$ cat src/rtl/div_pkg.sv
// Shared definitions for the divider datapath and its BCD display converter.
package div_pkg;

  localparam int unsigned DIV_WIDTH  = 27;
  localparam int unsigned BCD_DIGITS = 9;

  typedef enum logic [1:0] {
    e_idle,
    e_op,
    e_done
  } t_b2b_state;

endpackage

$ cat src/rtl/bcd_adj3.sv
// Double-dabble digit correction: a digit >= 5 gets +3 so the following
// left shift carries correctly into the next decimal digit.
module bcd_adj3 (
  input  logic [3:0] digit_i,
  output logic [3:0] digit_o
);

  assign digit_o = (digit_i >= 4'd5) ? digit_i + 4'd3 : digit_i;

endmodule

$ cat src/rtl/bin2bcd_seq.sv
// Sequential binary-to-BCD converter (shift-add-3). One input bit is consumed
// per cycle; start/ready/done handshake matches the divider so the divider's
// done can drive i_start directly.
module bin2bcd_seq
  import div_pkg::*;
#(
  parameter int unsigned WIDTH  = DIV_WIDTH,
  parameter int unsigned DIGITS = BCD_DIGITS
) (
  input  logic                  i_clk,
  input  logic                  i_rst,
  input  logic                  i_start,
  input  logic [WIDTH-1:0]      i_bin,
  output logic                  o_ready,
  output logic                  o_done,
  output logic [4*DIGITS-1:0]   o_bcd,
  output logic                  o_ovf
);

  localparam int unsigned BcdW = 4 * DIGITS;
  // Holds the value WIDTH, so a down-count from WIDTH never wraps.
  localparam int unsigned CntW = $clog2(WIDTH + 1);

  t_b2b_state        state_q, state_d;
  logic [BcdW-1:0]   bcd_q, bcd_d;
  logic [WIDTH-1:0]  shift_q, shift_d;
  logic [CntW-1:0]   cnt_q, cnt_d;
  logic              ovf_q, ovf_d;

  logic [BcdW-1:0]   bcd_adj;

  // Per-digit +3 correction applied before each shift.
  for (genvar g = 0; g < DIGITS; g++) begin : g_adj
    bcd_adj3 u_adj (
      .digit_i (bcd_q[4*g +: 4]),
      .digit_o (bcd_adj[4*g +: 4])
    );
  end

  // Next-state: load on accepted start, shift one bit per OP cycle.
  always_comb begin
    state_d = state_q;
    bcd_d   = bcd_q;
    shift_d = shift_q;
    cnt_d   = cnt_q;
    ovf_d   = ovf_q;
    unique case (state_q)
      e_idle: begin
        if (i_start) begin
          shift_d = i_bin;
          bcd_d   = '0;
          ovf_d   = 1'b0;
          cnt_d   = CntW'(WIDTH);
          state_d = e_op;
        end
      end
      e_op: begin
        // Shift {bcd, shift} left by one; the adjusted top digit's MSB
        // leaves the register and marks an out-of-range value.
        bcd_d   = {bcd_adj[BcdW-2:0], shift_q[WIDTH-1]};
        shift_d = {shift_q[WIDTH-2:0], 1'b0};
        ovf_d   = ovf_q | bcd_adj[BcdW-1];
        cnt_d   = cnt_q - CntW'(1);
        if (cnt_q == CntW'(1)) begin
          state_d = e_done;
        end
      end
      e_done: begin
        state_d = e_idle;
      end
      default: begin
        state_d = e_idle;
      end
    endcase
  end

  // State registers with synchronous reset.
  always_ff @(posedge i_clk) begin
    if (i_rst) begin
      state_q <= e_idle;
      bcd_q   <= '0;
      shift_q <= '0;
      cnt_q   <= '0;
      ovf_q   <= 1'b0;
    end else begin
      state_q <= state_d;
      bcd_q   <= bcd_d;
      shift_q <= shift_d;
      cnt_q   <= cnt_d;
      ovf_q   <= ovf_d;
    end
  end

  assign o_ready = (state_q == e_idle);
  assign o_done  = (state_q == e_done);
  assign o_bcd   = bcd_q;
  assign o_ovf   = ovf_q;

endmodule

$ cat config.mk
export PLATFORM = sky130hd
export DESIGN_NAME = bin2bcd_seq
export DESIGN_NICKNAME = d
export VERILOG_FILES = /design/src/rtl/div_pkg.sv /design/src/rtl/bcd_adj3.sv /design/src/rtl/bin2bcd_seq.sv
export SDC_FILE = /design/constraint.sdc
export NUM_CORES = 1
export LEC_CHECK = 0
export BUFFER_PORTS_ARGS = -buffer_cell sky130_fd_sc_hd__buf_2
export CORE_ASPECT_RATIO = 0.9
export CORE_UTILIZATION = 52
export DETAILED_ROUTE_END_ITERATION = 8
export HOLD_SLACK_MARGIN = 0.08
export PLACE_DENSITY = 0.84
export SLEW_MARGIN = 10
export SYNTH_ARGS = -nofsm -noshare
export SYNTH_HDL_FRONTEND = slang
export SYNTH_SLANG_ARGS = --single-unit
$ cat constraint.sdc
create_clock -name i_clk -period 1.6 [get_ports i_clk]
set_clock_uncertainty 0.2 [all_clocks]
set_input_delay 0.16 -clock i_clk [delete_from_list [all_inputs] [get_ports i_clk]]
set_output_delay 0.16 -clock i_clk [all_outputs]
set_load 0.005 [all_outputs]
== Word level (Yosys, flattened, before mapping) ==
Index checks and enable logic that the tools add are counted.
Operators by class
  $add $sub $neg: 10
  $lt $le $gt $ge: 9
  equality and inequality tests: 5
  muxes and demuxes: 20
  bitwise operators: 1
  reduce and logical (&&, ||, !) cells: 4
Operator list (number)
  $pmux W36 S2: 1
  $pmux W27 S2: 1
  $add A4 B2 Y4 const B: 9
  $ge A4 B3 Y1 const B: 9
  $mux W36: 1
  $mux W4: 9
  $mux W27: 1
  $pmux W5 S2: 1
  $eq A5 B1 Y1 const B: 1
  $mux W5: 1
  $sub A5 B1 Y5 const B: 1
  $mux W2: 2
  $ne A2 B2 Y1 const B: 2
  $pmux W2 S2: 1
  $reduce_and A2 Y1: 2
  $eq A2 B1 Y1 const B: 1
  $eq A2 B2 Y1 const B: 1
  $logic_not A2 Y1: 1
  $pmux W1 S2: 1
  $reduce_bool A2 Y1: 1
  $mux W1: 1
  $or A1 B1 Y1: 1
Word-level totals
  bits in registers: 71
  bits of input ports: 30
  output and inout bits: 39
  word-level logic and storage cells: 54

== Depth between registers and ports, before layout ==
  depth in word-level cells: 4
  mapped depth: 6
  gate-level depth less buffers: 5

== Hierarchy ==
Synthesis repeated with hierarchy kept, for this count alone.
Unflattened totals
  cells, all modules: 450
  area, all modules: 3908.7 µm²
Modules (own cells, without submodules)
  bin2bcd_seq: instances 1, cells an instance 306, area each 2996.6 µm², sequential area each 1421.4 µm²
  bcd_adj3: instances 9, cells an instance 16, area each 101.3 µm², sequential area each 0.0 µm²

== Worst setup path after synthesis ==
No wires, ideal clock.
  kind: register to register
  from: register bcd_q[0], in the netlist o_bcd[0]
  to: register bcd_q[4], in the netlist o_bcd[4]
  setup time: 101 ps
  arrival: 1198 ps
  required time: 1299 ps
  slack: 101 ps
  stages on the path, launching flop included: 6
  path buffers: 0
  path through: dfxtp_1 inv_1 ha_1 nor2b_1 o21a_1 o41ai_1
On the way
  longest elaborated chain between the ends: 3
  elaborated cells between the ends (all ways): 4
Ends and longest elaborated chain
  start: declaration: RTL line bin2bcd_seq.sv:25  | logic [BcdW-1:0] bcd_q, bcd_d;
  start signal: assignment: RTL line bin2bcd_seq.sv:81  | bcd_q <= '0;
  start signal: assignment: RTL line bin2bcd_seq.sv:87  | bcd_q <= bcd_d;
  $add A4 B2 Y4 / $ge A4 B3 Y1 (equally long branches): RTL line bcd_adj3.sv:8  | assign digit_o = (digit_i >= 4'd5) ? digit_i + 4'd3 : digit_i;
  $mux W4 (*): RTL line bcd_adj3.sv:8
  $pmux W36 S2 (*): RTL line bin2bcd_seq.sv:47  | unique case (state_q)
Every way passes the cells marked *; elsewhere a longest branch is shown, timed or not.
A chain may end at the register's enable or synchronous reset.

== Worst setup path after layout ==
  from: register state_q[0]
  to: register bcd_q[17], in the netlist o_bcd[17]
On the way
  longest elaborated chain between the ends: 3
  elaborated cells between the ends (all ways): 6
Ends and longest elaborated chain
  start: declaration: RTL line bin2bcd_seq.sv:24  | t_b2b_state state_q, state_d;
  start signal: assignment: RTL line bin2bcd_seq.sv:80  | state_q <= e_idle;
  start signal: assignment: RTL line bin2bcd_seq.sv:86  | state_q <= state_d;
  $eq A2 B1 Y1 / $logic_not A2 Y1 (equally long branches): RTL line bin2bcd_seq.sv:47
  $reduce_bool A2 Y1 (no line) / $ne A2 B2 Y1 (equally long branches)
  $reduce_and A2 Y1 (no line)
Several ways; a longest one is shown, not always the timed one.

==> metrics <==
FF-to-FF setup slack -0.03 ns; status complete, but fails checks; final setup violation count 8; cell taking the most area after synthesis dfxtp_1; DR vias 4790; Clock Latency Late Sink 0.37 ns; HPWL Detailed approximately 7600 um; part of the cycle the worst path needs 102%; layout cell share with drive strength beyond 1 32.4%; Worst Hold Depth 4; vias in the first global route 4430; WHS between 0.09 and 0.1 ns; Yosys reg bits 71; Pwr Density ~760 nW/um2; drt pass-1 iters 6; drt via density 6.25; synth top area cells dfxtp_1, a21oi_1, o221a_2; Initial Utilization between 50% and 60%; Synth Flop Type dfxtp_1; largest net degree at the start of global routing 49; Rows 31; Max FO, Critical Path 19; core area about 8200 um2; FMAX slightly above 600 MHz; RD Place Congestion about 0.86; Max Buffers Root-to-Sink 2; CTS clock-pin slew for the worst setup and hold paths ~0.080 ns; syn_area_per_cell about 8.3 um2; DRC 0; unrepaired setup endpoints after global routing true; path depth of the worst reg2reg path 4; library cells used by synthesis 44; Hold Crit Endpoint shift_q[1]$_SDFFE_PP0P_; Final Util between 70% and 80%; Top Ports approximately 70; failing checks setup timing; Die Area between 8000 and 9000 um2; Leak 0.00233 uW; antenna viol nets, final 0; CTS root buf clkbuf_8; gate count of the mapped netlist between 500 and 600; clk sinks between 70 and 80; Rel. slew slack approximately three fifths; MaxCap Viol Count 0; critical-path cell list buf_4 -> o21bai_4 -> nand3_1 -> o211ai_1; Port-buffer cells 68; critical path class register to register; Final Critical Period ~1.6 ns; Synth Warn # 0; Worst Hold Launch i_bin[1]; routed len/inst 18.1 um; die span in x roughly 100 um; max-slew violations 0; register area 1440 um2; DRT iter0 DRCs around 460; global-route wire length before repair 20500 um; H-tree depth 3; Setup WS post-layout -0.0289 ns; Die Height approximately 90 um; Final Hold Viols 0; nets 697; startpoint types register; Worst path max stage delay approximately 0.48 ns; number of flops mapped to enable cells by yosys 0; CP max-delay cell o21bai_4; Area growth syn-to-layout 30.4%; Filler Cell Count 540; worst flop-to-flop path startpoint state_q[0]$_SDFFE_PP0P_; Worst setup EP type register; Total GRT Usage between 20% and 30%; Hold Crit Class input pin to register; initial antenna violation count 0; Least-Margin Pin Slew between 0.6 and 0.7 ns; Critical path origin state_q[0]$_SDFFE_PP0P_; peak supply drop around 0.55 mV; area of the multi-input gates 2630 um2; Antenna Cells 0; post-synthesis sequential area ratio about a third; Num CTS Buffers 9; syn_nets 588; post-synthesis cell area ~4400 um2; WP data arrival roughly 1.7 ns; Synth async-reset ratio 0%; RR Endpoint o_bcd[17]$_SDFFE_PP0P_; grt ovf 0; CTS tree yes; Data required, critical path approximately 1.7 ns; final wirelength about 14000 um; top cell type's share of synthesized area a little under a third
==> what timing repair did <==
item | CTS | global route
pin swaps | 1 | 3
setup buffers | 0 | 10
gates cloned | 1 | 3
hold buffers | 26 | 0
gates resized for setup | 6 | 40
setup endpoints to repair | 39 | 61
endpoints found under the hold margin | 36 | 0
==> cells in the mapped netlist (2+ instances only) <==
master	n
dfxtp_1	71
inv_1	66
a21oi_1	61
nor2_1	55
nand3_1	45
o211ai_1	32
o221a_2	26
buf_2	22
ha_1	20
o21ai_0	17
nor2b_1	11
buf_6	10
and4bb_2	9
nor4b_1	9
nor4bb_1	9
o21a_1	9
o41ai_1	9
or3_1	9
xnor2_1	9
clkbuf_1	6
buf_4	4
o211ai_2	4
a211oi_1	2
a22oi_1	2
buf_1	2
==> where the power goes <==
group	switching, uW	internal, uW
clock	751	867
sequential	84.2	1850
combinational	441	383
==> stage by stage <==
stage / total power (uW) / area (um2) / TNS (ns) / setup WS, ns / instances
detailed placement: 2620 / 4990 / -2.37 / -0.145 / 711
finish: 4380 / 5800 / -0.137 / -0.0289 / 767
global placement: 2590 / 4990 / -1.82 / -0.123 / 711
CTS: 4250 / 5490 / -1.10 / -0.0709 / 754
global route: 4500 / 5800 / -0.913 / -0.112 / 767
floorplan: 2450 / 4450 / 0 / 0.101 / 538
==> routing by layer <==
metal	vias up	global-route usage [%]	routed length (um)
met5	-	0	0
met3	72	7.54	971
met4	0	14.8	575
met2	258	46.4	6750
met1	2297	33.7	5580
li1	2163	-	-
==> registers in the layout (all words and copies together), names as in the netlist <==
register,flops
o_ovf,1
state_q,2
cnt_q,5
o_bcd,36
shift_q,27
==> worst max-delay path: cells and delay by family (launching register included) <==
family	cells	cell delay, ns
compound gates	2	0.60
flops	1	0.39
simple gates	1	0.19
buf+inv	1	0.16
==> cell type report <==
| type | count | area share, % |
|---|---|---|
| clock buffer | 9 | 2.14 |
| clock inverter | 7 | 1.51 |
| tap | 115 | 2.48 |
| inverter | 66 | 4.27 |
| timing repair buffer | 142 | 19.4 |
| sequential | 71 | 24.8 |
| multi-input combinational | 357 | 45.3 |
==> placed cells by master (no fill, tap or decap), types with 9 or more instances in the layout <==
master and instances:
buf_2 66, inv_1 64, dfxtp_1 63, a21oi_1 61, nor2_1 55, nand3_1 45
buf_4 36, o211ai_1 32, o221a_2 26, dlygate4sd3_1 26, o21ai_0 17, ha_1 17
xnor2_1 9, nor4b_1 9, or3_1 9, and4bb_2 9, clkbuf_8 9
==> kinds of logic (layout without fill, tap and decap cells) <==
group	count (synthesis)	after routing	synth area share, %
DFF	71	71	31.9
xor gates and xnor gates	9	9	1.77
AOI/OAI and AO/OA	171	172	28.0
buffers and inverters	111	224	12.0
adders and majority gates	20	20	5.62
and+or+nand+nor	156	156	20.6
==> worst max path at each step <==
stage / depth (start not counted) / to / slack, ns
6_report: 4 / o_bcd[17]$_SDFFE_PP0P_ / -0.03
3_5_place_dp: 3 / o_bcd[27]$_SDFFE_PP0P_ / -0.15
3_3_place_gp: 3 / o_bcd[7]$_SDFFE_PP0P_ / -0.12
5_1_grt: 4 / o_bcd[18]$_SDFFE_PP0P_ / -0.11
2_1_floorplan: 5 / o_bcd[4]$_SDFFE_PP0P_ / 0.10
4_1_cts: 3 / o_bcd[22]$_SDFFE_PP0P_ / -0.07
Power figures use the tool's default switching activity.
